File: src/rtl/hazard_pkg.sv
// Shared definitions for the pipeline hazard controller: FSM encoding and
// architectural constants.
package hazard_pkg;

  typedef enum logic [1:0] {
    S_RUN      = 2'd0,
    S_MEM_WAIT = 2'd1,
    S_ERROR    = 2'd2
  } hz_state_t;

  localparam logic [4:0] REG_ZERO = 5'd0;

endpackage

File: src/rtl/sat_counter.sv
// Up-counter that sticks at all-ones instead of wrapping; async active-low clear.
module sat_counter #(
  parameter int W = 16
) (
  input  logic         clk,
  input  logic         rst_n,
  input  logic         i_en,
  output logic [W-1:0] o_count
);

  logic [W-1:0] r_count;

  always_ff @(posedge clk or negedge rst_n) begin
    if (!rst_n) begin
      r_count <= '0;
    end else if (i_en && (r_count != '1)) begin
      r_count <= r_count + 1'b1;
    end
  end

  assign o_count = r_count;

endmodule

File: src/rtl/hazard_controller.sv
// Pipeline sequencing controller: load-use stalls, branch flushes and
// data-memory wait/timeout handling, with saturating performance counters.
module hazard_controller
  import hazard_pkg::*;
#(
  parameter int TIMEOUT = 64,
  parameter int CNT_W   = 16
) (
  input  logic             clk,
  input  logic             rst_n,
  input  logic [4:0]       IFID_rs1,
  input  logic [4:0]       IFID_rs2,
  input  logic [4:0]       IDEX_rd,
  input  logic             IDEX_MemRead,
  input  logic             branch_taken,
  input  logic             dmem_req,
  input  logic             dmem_ready,
  output logic             PC_Write,
  output logic             IFID_Write,
  output logic             IFID_Flush,
  output logic             IDEX_Flush,
  output logic             Pipe_Hold,
  output logic             mem_error,
  output logic [CNT_W-1:0] stall_cycles,
  output logic [CNT_W-1:0] flush_count
);

  localparam int WAIT_W = $clog2(TIMEOUT + 1);

  hz_state_t         r_state;
  logic [WAIT_W-1:0] r_wait_cnt;
  logic              r_mem_error;

  logic w_hold;
  logic w_lu;
  logic w_flush_row;
  logic w_stall_en;

  assign w_hold = dmem_req & ~dmem_ready;
  assign w_lu   = IDEX_MemRead & (IDEX_rd != REG_ZERO) &
                  ((IDEX_rd == IFID_rs1) | (IDEX_rd == IFID_rs2));

  always_ff @(posedge clk or negedge rst_n) begin
    if (!rst_n) begin
      r_state     <= S_RUN;
      r_wait_cnt  <= '0;
      r_mem_error <= 1'b0;
    end else begin
      case (r_state)
        S_RUN: begin
          if (w_hold) begin
            r_state    <= S_MEM_WAIT;
            r_wait_cnt <= '0;
          end
        end
        S_MEM_WAIT: begin
          // A completing access wins over a timeout landing on the same edge.
          if (dmem_ready) begin
            r_state <= S_RUN;
          end else begin
            r_wait_cnt <= r_wait_cnt + 1'b1;
            if (r_wait_cnt == WAIT_W'(TIMEOUT - 1)) begin
              r_state     <= S_ERROR;
              r_mem_error <= 1'b1;
            end
          end
        end
        S_ERROR: r_state <= S_ERROR;
        default: r_state <= S_RUN;
      endcase
    end
  end

  always_comb begin
    PC_Write    = 1'b1;
    IFID_Write  = 1'b1;
    IFID_Flush  = 1'b0;
    IDEX_Flush  = 1'b0;
    Pipe_Hold   = 1'b0;
    w_flush_row = 1'b0;
    if (!rst_n) begin
      PC_Write   = 1'b0;
      IFID_Write = 1'b0;
      IFID_Flush = 1'b1;
      IDEX_Flush = 1'b1;
    end else if (r_state == S_ERROR || w_hold) begin
      PC_Write   = 1'b0;
      IFID_Write = 1'b0;
      Pipe_Hold  = 1'b1;
    end else if (branch_taken) begin
      IFID_Flush  = 1'b1;
      IDEX_Flush  = 1'b1;
      w_flush_row = 1'b1;
    end else if (w_lu) begin
      PC_Write   = 1'b0;
      IFID_Write = 1'b0;
      IDEX_Flush = 1'b1;
    end
  end

  // ERROR freezes the PC too, but those cycles are not charged as stalls.
  assign w_stall_en = ~PC_Write & (r_state != S_ERROR);
  assign mem_error  = r_mem_error;

  sat_counter #(.W(CNT_W)) u_stall_cnt (
    .clk     (clk),
    .rst_n   (rst_n),
    .i_en    (w_stall_en),
    .o_count (stall_cycles)
  );

  sat_counter #(.W(CNT_W)) u_flush_cnt (
    .clk     (clk),
    .rst_n   (rst_n),
    .i_en    (w_flush_row),
    .o_count (flush_count)
  );

endmodule

File: config.mk
export PLATFORM = sky130hd
export DESIGN_NAME = hazard_controller
export DESIGN_NICKNAME = d
export VERILOG_FILES = /design/src/rtl/hazard_pkg.sv /design/src/rtl/sat_counter.sv /design/src/rtl/hazard_controller.sv
export SDC_FILE = /design/constraint.sdc
export NUM_CORES = 1
export LEC_CHECK = 0
export ABC_AREA = 0
export CORE_UTILIZATION = 44
export DETAILED_ROUTE_END_ITERATION = 8
export PLACE_DENSITY = 0.86
export SLEW_MARGIN = 20
export SYNTH_ARGS = -nofsm -noshare
export SYNTH_HDL_FRONTEND = slang
export SYNTH_SLANG_ARGS = --single-unit
File: constraint.sdc
create_clock -name clk -period 1.75 [get_ports clk]
set_clock_uncertainty 0.05 [all_clocks]
set_input_delay 0.35 -clock clk [delete_from_list [all_inputs] [get_ports clk]]
set_output_delay 0.35 -clock clk [all_outputs]
set_load 0.02 [all_outputs]
==> impl_metrics.env <==
export IMPL_die_w_um=73.0
export IMPL_synth_cell_types=45
export IMPL_clkSinkCount=42
export IMPL_fin_setup_tns_ns=-4.90
export IMPL_multi_input_area_um2=1480
export IMPL_grt_first_pass_wirelength_mm=10.2
export IMPL_fin_crit_ns=2.00
export IMPL_worst_path_most_repeated_cell="buf_6"
export IMPL_syn_num_nets=235
export IMPL_worst_endpoint_required_ns=1.88
export IMPL_design_core_area_um2=4790
export IMPL_setup_violations_final=35
export IMPL_detail_route_wirelength_mm=7.91
export IMPL_worstSetupEndpointType="flop"
export IMPL_synthDominantAreaCellType="dfrtp_1"
export IMPL_crit_path_start_kind="input port"
export IMPL_timing_worst_setup_path_type="in2reg"
export IMPL_worst_r2r_dst="u_stall_cnt.o_count[10]"
export IMPL_post_synth_instance_area_um2=2220
export IMPL_cp_max_fo=7
export IMPL_pre_cts_slack_ns=-0.998
export IMPL_cts_made_buffers=5
export IMPL_yosysTopAreaCellShare=0.473
export IMPL_relative_slew_slack=0.655
export IMPL_post_drt_via_cell_ratio=5.59
export IMPL_grt_setup_unrepaired="yes"
export IMPL_p_per_area_nw_per_um2=1070
export IMPL_detailroute_via_count=2277
export IMPL_antenna_diode_count=0
export IMPL_worstPathBufferInverterCount=4
export IMPL_drv_slew=0
export IMPL_detail_route_drc_violations=0
export IMPL_placed_area_um2=3300
export IMPL_min_delay_path_class="in2async"
export IMPL_hold_violation_count_in_the_final_report=0
export IMPL_first_global_vias=2161
export IMPL_drt_initial_drc_count=117
export IMPL_total_power_mw=4.11
export IMPL_worst_slew_pin_transition_ns=0.518
export IMPL_areaGrowthSynthToFinish_pct=72.2
export IMPL_data_arrival_time_of_the_critical_path_ns=2.13
export IMPL_peakVddDrop_mv=0.662
export IMPL_design_final_nets=363
export IMPL_worst_path_slowest_cell="or4_4"
export IMPL_status="complete, but fails checks"
export IMPL_detailedPlacementHpwl_mm=4.09
export IMPL_syn_area_per_cell_um2=10.5
export IMPL_drt_pass1_iterations=4
export IMPL_instance_count_of_the_mapped_netlist=211
export IMPL_cp_slowest_stage_delay_ns=0.51
export IMPL_grt_start_max_net_pins=41
export IMPL_num_fill_cells=270
export IMPL_yosys_register_bits=42
export IMPL_synthTopCellsByCount="dfrtp_1, nand2_1, xnor2_1"
export IMPL_synth_enable_flop_cells=0
export IMPL_die_height_um=73.0
export IMPL_asyncSetResetFlopFracSynth=1.00
export IMPL_port_buffers=58
export IMPL_netlist_top_cells_area="dfrtp_1, xnor2_1, xor2_1"
export IMPL_grt_usage=0.257
export IMPL_fp_dieArea_um2=5340
export IMPL_layout_worst_path_cycle_share=1.14
export IMPL_final_antenna_net_count=0
export IMPL_grt_overflow_total=0
export IMPL_cts_htree_levels=2
export IMPL_max_freq_mhz=500
export IMPL_clock_root_buffer="clkbuf_8"
export IMPL_timing_rr_start="u_stall_cnt.o_count[4]"
export IMPL_io_pins=59
export IMPL_std_cell_rows=25
export IMPL_final_util=0.799
export IMPL_starting_utilization_of_the_core_area=0.464
export IMPL_failed_checks="negative setup slack"
export IMPL_detail_route_wl_per_cell_um=19.4
export IMPL_layout_drive_gt1_share=0.426
export IMPL_leakagePower_nw=1.80
export IMPL_sequential_to_total_area_share_from_yosys_stat=0.473
export IMPL_area_sequential_um2=1060
export IMPL_postLayoutSetupSlackWorst_ns=-0.251
export IMPL_yosys_cell_count_top_type="dfrtp_1"
export IMPL_tritoncts="yes"
export IMPL_cells_on_worst_reg2reg_path=7
export IMPL_cts_clk_slew_worst_paths_ns=0.09
export IMPL_critical_path_cell_list="buf_6, or4_4, o21a_1, buf_4, buf_6, a31oi_4, buf_12, nor2_1, mux2_1"
export IMPL_regToRegSetupSlack_ns=-0.24
export IMPL_synth_ff_type="dfrtp_1"
export IMPL_routabilityCongestion=0.758
export IMPL_crit_family="simple AND/OR/NAND/NOR gates"
export IMPL_cap_violations=0
export IMPL_worstSkewPairLatency_ns=0.31
export IMPL_cts_buffer_depth=2
export IMPL_yosysWarnings=0
export IMPL_post_route_cell_area_um2=3820
export IMPL_antenna_found_initial=0
==> cell families after synthesis <==
| logic type | share of synthesized area |
|---|---|
| compound gates | 0.0772 |
| mux | 0.0220 |
| buf+inv | 0.0118 |
| fa+ha+maj | 0.0169 |
| simple gates | 0.237 |
| flops | 0.473 |
| xor+xnor | 0.162 |
==> final cells by class <==
| type | instances | share of cell area |
|---|---|---|
| sequential | 42 | 0.277 |
| timing repair buffer | 124 | 0.290 |
| tap | 67 | 0.0219 |
| inverter | 1 | 0.000981 |
| clock inverter | 1 | 0.00131 |
| clock buffer | 7 | 0.0226 |
| multi-input combinational | 165 | 0.387 |
==> how the worst max path moves through the flow <==
stage,from,end,slack [ns],cells past startpoint
after floorplan,IDEX_rd[1],PC_Write,-0.15,5
after global placement,IDEX_rd[3],PC_Write,-0.98,6
after detailed placement,IDEX_rd[1],IFID_Write,-1.0,6
after CTS,IDEX_rd[2],IDEX_Flush,-0.23,7
after global routing,u_stall_cnt.o_count[4],u_stall_cnt.o_count[5],-0.31,7
final,IDEX_rd[1],u_stall_cnt.o_count[12],-0.25,9
==> report_power, final <==
part	internal (mW)	leakage (nW)	switching [mW]
Combinational	0.956	1.23	1.02
Clock	0.319	0.0482	0.349
Sequential	1.20	0.528	0.263
Total	2.47	1.80	1.63
==> cells in the final DEF (no fill, tap or decap), types with 4 or more instances in the layout <==
master	count
nand3_1	11
dfrtp_1	36
clkdlybuf4s50_1	4
dlymetal6s2s_1	7
and3_1	4
xor2_1	19
clkbuf_8	6
nor2_4	5
xnor2_1	18
buf_6	16
nand2_1	18
nor2_1	9
dfrtp_2	6
nor3_2	6
clkdlybuf4s15_1	6
dlygate4sd2_1	28
xnor2_2	4
nand2_2	4
nand4_1	11
buf_4	52
nor4_4	5
==> layer usage <==
layer / vias up / track usage / wire, um
met4: 0 / 0.122 / 505
met1: 1124 / 0.300 / 2890
met5: - / 0 / 0
met2: 116 / 0.452 / 4120
met3: 37 / 0.0483 / 398
li1: 1000 / - / -
==> stage by stage <==
step	hold WS (ns)	std cells
2_1_floorplan	0.00441	211
3_3_place_gp	0.286	382
3_5_place_dp	0.306	382
4_1_cts	0.201	396
5_1_grt	0.261	407
6_report	0.212	407
==> state kept, by name, summed over array words and instances (netlist names) <==
signal	count
r_wait_cnt	7
mem_error	1
r_state	2
u_stall_cnt.o_count	16
u_flush_cnt.o_count	16
==> timing repair <==
item	4_1_cts	5_1_grt
cloned	0	0
pin swaps	30	45
endpoints found under the hold margin	2	0
resized for setup	108	64
buffers inserted	5	14
hold buffers	1	0
endpoints found under the setup margin	60	44
Power figures use the tool's default switching activity.
==> patch 1 (same flow settings) <==
Change the package constant `REG_ZERO` from 5'd0 to 5'd1.
--- a/src/rtl/hazard_pkg.sv
+++ b/src/rtl/hazard_pkg.sv
@@ -9,5 +9,5 @@
   } hz_state_t;
 
-  localparam logic [4:0] REG_ZERO = 5'd0;
+  localparam logic [4:0] REG_ZERO = 5'd1;
 
 endpackage
Behaviour: not the same (Yosys sat finds a counterexample within 4 cycles, from zero or initial values and one cycle with rst_n low).
==> patch 1 against the original RTL <==
The run still ends with negative setup slack left. Non-clock buffer count is 6 lower. Sequential share of layout area is 2.1 points higher. Sequential cell count stayed put. Hold slack worse by 0.12 ns. Critical path depth is 1 higher. Wire length is 15% lower. Total power is 15% lower. Area after synthesis is 2.7% lower. Register-to-register slack better by 0.11 ns. Worst setup slack worse by 0.060 ns. Cell area is 6.6% lower. Core utilization is 4.3 points lower. Sequential power is 9.6% lower. Critical path type is now in2out.
==> patch 1: results (changes against the original RTL) <==
- 1st-iter DRT viols: 137 (+17%)
- Final Worst Setup Slack: -0.3115 ns (-0.06044 ns)
- Leakage: 1.714 nW (-5.0%)
- # fillers: 303 (+12%)
- GR Layer Usage met1: 26.78% (-3.2 points)
- Crit path DAT: 1.66 ns (-0.47 ns)
- Wl on met1: 2.609 mm (-9.6%)
- Top cells by area, synth: dfrtp_1, xnor2_1, xor2_1, nand3_1, nand2_1
- GRT Total Usage: 23.37% (-2.3 points)
- Failing checks: negative setup slack
- DR WL/cell: 16.77 um (-14%)
- CP max stage cell: o21bai_1
- Net Count, Synth: 235 (unchanged)
- Sequential element share of the synthesized area: 48.64% (+1.3 points)
- Least-Margin Pin Slew: 0.3214 ns (-0.1968 ns)
- Num CTS Buffers: 5 (unchanged)
- GR Util met3: 4.028% (-0.81 points)
- Maximum VDD drop: 0.5783 mV (-13%)
- Nets@finish: 357 (-1.7%)
- Worst-path maximum fanout: 2 (-5)
- Top Family by Delay on Critical Path: buffers and inverters
- Peak per-stage delay on the critical path: 0.20 ns (-0.31 ns)
- Via count: 2134 (-6.3%)
- Status: finished, violations left
- Synth cell count leaders: dfrtp_1, xnor2_1, nand2_1
- Largest net degree at the start of global routing: 27 (-34%)
- Asr flop ratio synth: 100.0% (unchanged)
- Synth cell types: 38 (-16%)
- Antenna Cells: 0 (unchanged)
- WL met3: 278 um (-30%)
- # setup viols final: 22 (-37%)
- First-pass GRT wire length: 9.397 mm (-8.3%)
- Share of cells above drive strength 1: 37.54% (-5.1 points)
- Detailed Place HPWL: 4.135 mm (+1.2%)
- Gp weighted congestion: 0.7965 (+5.1%)
- Pre-CTS setup slack: -1.137 ns (-0.1390 ns)
- DR WL met2: 3.627 mm (-12%)
- I/O Buffers: 58 (unchanged)
- M2 GR Usage: 42.78% (-2.4 points)
## patch 1: changes by cell type after synthesis, moves of 2 or more
| cell | before | now |
|---|---|---|
| nand3_1 | 12 | 17 |
| nand2_1 | 25 | 21 |
| nand4_1 | 11 | 7 |
| nand2b_1 | 1 | 4 |
| nand3b_1 | 0 | 3 |
| nor2_1 | 15 | 18 |
| nor4_2 | 3 | 0 |
| and2_1 | 2 | 4 |
| nor2_2 | 2 | 0 |
| nor2b_1 | 3 | 1 |
| nor4_1 | 2 | 4 |
## patch 1: stage by stage
stage	utilization (%)	TNS, ns	area, um2	instances
floorplan	-	-1.458	2230	211
global placement	68.90	-22.19	3254	383
detailed placement	68.90	-23.89	3254	383
CTS	71.81	-2.022	3392	394
global route	75.60	-3.476	3571	400
finish	75.60	-2.268	3571	400
## patch 1: cell type report
cell class                      instances  area (um2)  share of cell area, %
Multi-Input combinational cell        164        1292                  36.19
Sequential cell                        42        1064                  29.78
Timing Repair Buffer                  118        1045                  29.26
Tap cell                               67       83.83                  2.348
Clock buffer                            5       68.82                  1.927
Clock inverter                          2       10.01                 0.2803
Inverter                                2       7.507                 0.2102
## patch 1: final timing paths
kind / startpoint / to / slack, ns / cells past startpoint
worst min register to register: mem_error$_DFFE_PN0P_ / mem_error$_DFFE_PN0P_ / 0.43 / 1
worst max-delay path: IDEX_rd[3] / IDEX_Flush / -0.31 / 10
worst min-delay path: rst_n / u_stall_cnt.o_count[14]$_DFFE_PN0P_ / 0.1 / 2
max in group asynchronous: rst_n / u_flush_cnt.o_count[0]$_DFFE_PN0P_ / 1.00 / 3
min in group clk: mem_error$_DFFE_PN0P_ / mem_error$_DFFE_PN0P_ / 0.43 / 1
worst max register to register: r_state[1]$_DFFE_PN0P_ / u_stall_cnt.o_count[15]$_DFFE_PN0P_ / -0.13 / 8
## patch 1: cell families (layout without fill, tap and decap cells)
family,after synthesis,count (layout),share of synthesized area (%)
adders and majority gates,3,3,1.737
AOI/OAI and AO/OA,17,17,6.196
xor gates and xnor gates,41,41,16.62
muxes,4,4,2.027
and+or+nand+nor,99,99,23.39
DFF,42,42,48.64
buffers and inverters,5,127,1.390
## patch 1: repair_timing
item                                   CTS  global route
cloned                                   1             0
buffers inserted                         2             7
endpoints found under the hold margin    2             0
setup endpoints to repair               58            34
hold buffers                             1             0
gates resized for setup                 99            35
pin swaps                               23            25
## patch 1: worst reg2reg max path: cells and delay by family, from the launching register on
family,cells,cell delay [ns]
AND/OR/NAND/NOR,3,0.58
flip-flops,1,0.43
buffers and inverters,3,0.42
XOR/XNOR,1,0.18
AO/OA/AOI/OAI,1,0.13
## patch 1: report_power, final
part,switching [W],internal [W]
Combinational,0.000824,0.000722
Sequential,0.000161,0.00116
Clock,0.000337,0.000268
Total,0.00132,0.00215
==> patch 2 (config.mk and constraints unchanged) <==
Made on the original files. The 3 states of `hz_state_t` get a one-hot encoding in 3 bits.
--- a/src/rtl/hazard_pkg.sv
+++ b/src/rtl/hazard_pkg.sv
@@ -3,8 +3,8 @@
 package hazard_pkg;
 
-  typedef enum logic [1:0] {
-    S_RUN      = 2'd0,
-    S_MEM_WAIT = 2'd1,
-    S_ERROR    = 2'd2
+  typedef enum logic [2:0] {
+    S_RUN      = 3'b001,
+    S_MEM_WAIT = 3'b010,
+    S_ERROR    = 3'b100
   } hz_state_t;
 
Formal check against the unedited RTL: same outputs for any inputs over 10 cycles, from zero or initial values and one cycle with rst_n low; not proved beyond that.
==> patch 2 against the original RTL <==
The flow still finishes with violations (negative setup slack). Area after synthesis grew 1.9%. Worst setup slack lost 0.011 ns. Cell count grew 0.25%. Cell area grew 1.4%. Sequential cell count grew 1. Wire length shrank 20%.
Power is not compared: it rests on default switching activity, and its combinational part moved more than twofold at a synthesized area within 25%.
==> patch 2: results (changes against the original RTL) <==
- Status: finished, violations left
- Failing checks: negative setup slack
- Placed instance area: 3351 um2 (+1.4%)
- GR Layer Usage met1: 26.87% (-3.1 points)
- XOR/XNOR Fraction of Synth Area: 16.64% (+0.47 points)
- Fin Setup TNS: -5.769 ns (-0.8650 ns)
- M2 GR Usage: 42.00% (-3.2 points)
- Via count: 2140 (-6.0%)
- CP max stage cell: dfstp_2
- CTS Hold Bufs: 0 (-1)
- Kind of critical path: reg2reg
- Mapped Cells: 222 (+5.2%)
- Share of cells above drive strength 1: 42.82% (+0.17 points)
- First-pass GRT wire length: 9.542 mm (-6.9%)
- Wl on met1: 2.502 mm (-13%)
- DR WL met2: 3.495 mm (-15%)
- # setup viols final: 36 (+2.9%)
- DR WL/cell: 15.56 um (-20%)
- Reg area: 1087 um2 (+2.7%)
- Slew HR: 64.05% (-1.4 points)
- GR Util met3: 3.978% (-0.86 points)
- Net Count, Synth: 246 (+4.7%)
- Nets@finish: 364 (+0.28%)
- Synth cell types: 42 (-6.7%)
- Reg-to-reg endpoint: u_flush_cnt.o_count[13]$_DFFE_PN0P_
- Top cells by area, synth: dfrtp_1, xor2_1, xnor2_1, nor2_1, nand3_1
- 1st-iter DRT viols: 80 (-32%)
- Pre-CTS setup slack: -1.059 ns (-0.06069 ns)
- Worst hold slack: 0.1336 ns (-0.07882 ns)
- Mux cell area share after synthesis: 1.824% (-0.37 points)
- Peak per-stage delay on the critical path: 0.54 ns (+0.03 ns)
- Final Worst Setup Slack: -0.2619 ns (-0.01081 ns)
- Worst R2R Start: r_state[0]$_DFFE_PN1P_
- Post-synthesis adder-cell area fraction: 1.658% (-0.032 points)
- Layout Cells excl Fill: 408 (+0.25%)
patch 2: cell count changes in the layout (fill, tap and decap cells not counted), sizes merged, moves of 4 or more:
| cell | before | now |
|---|---|---|
| xor2 | 19 | 29 |
| nand2b | 1 | 5 |
| xnor2 | 22 | 14 |
| nor2 | 17 | 22 |
| a21oi | 1 | 5 |
| nand2 | 25 | 17 |
| buf | 75 | 67 |
| nor3 | 10 | 14 |
| clkdlybuf4s50 | 4 | 10 |
patch 2: final cells by class:
| type | instances | area share (%) |
|---|---|---|
| clock inverter | 2 | 0.3226 |
| inverter | 3 | 0.2903 |
| multi-input combinational | 172 | 40.45 |
| sequential | 43 | 28.03 |
| tap | 67 | 2.161 |
| clock buffer | 6 | 1.871 |
| timing repair buffer | 115 | 26.87 |
patch 2: repair_timing:
item                       4_1_cts  5_1_grt
setup buffers                    5        8
resized for setup              119       47
hold endpoints to repair         0        0
pin swaps                       39       23
setup endpoints to repair       57       42
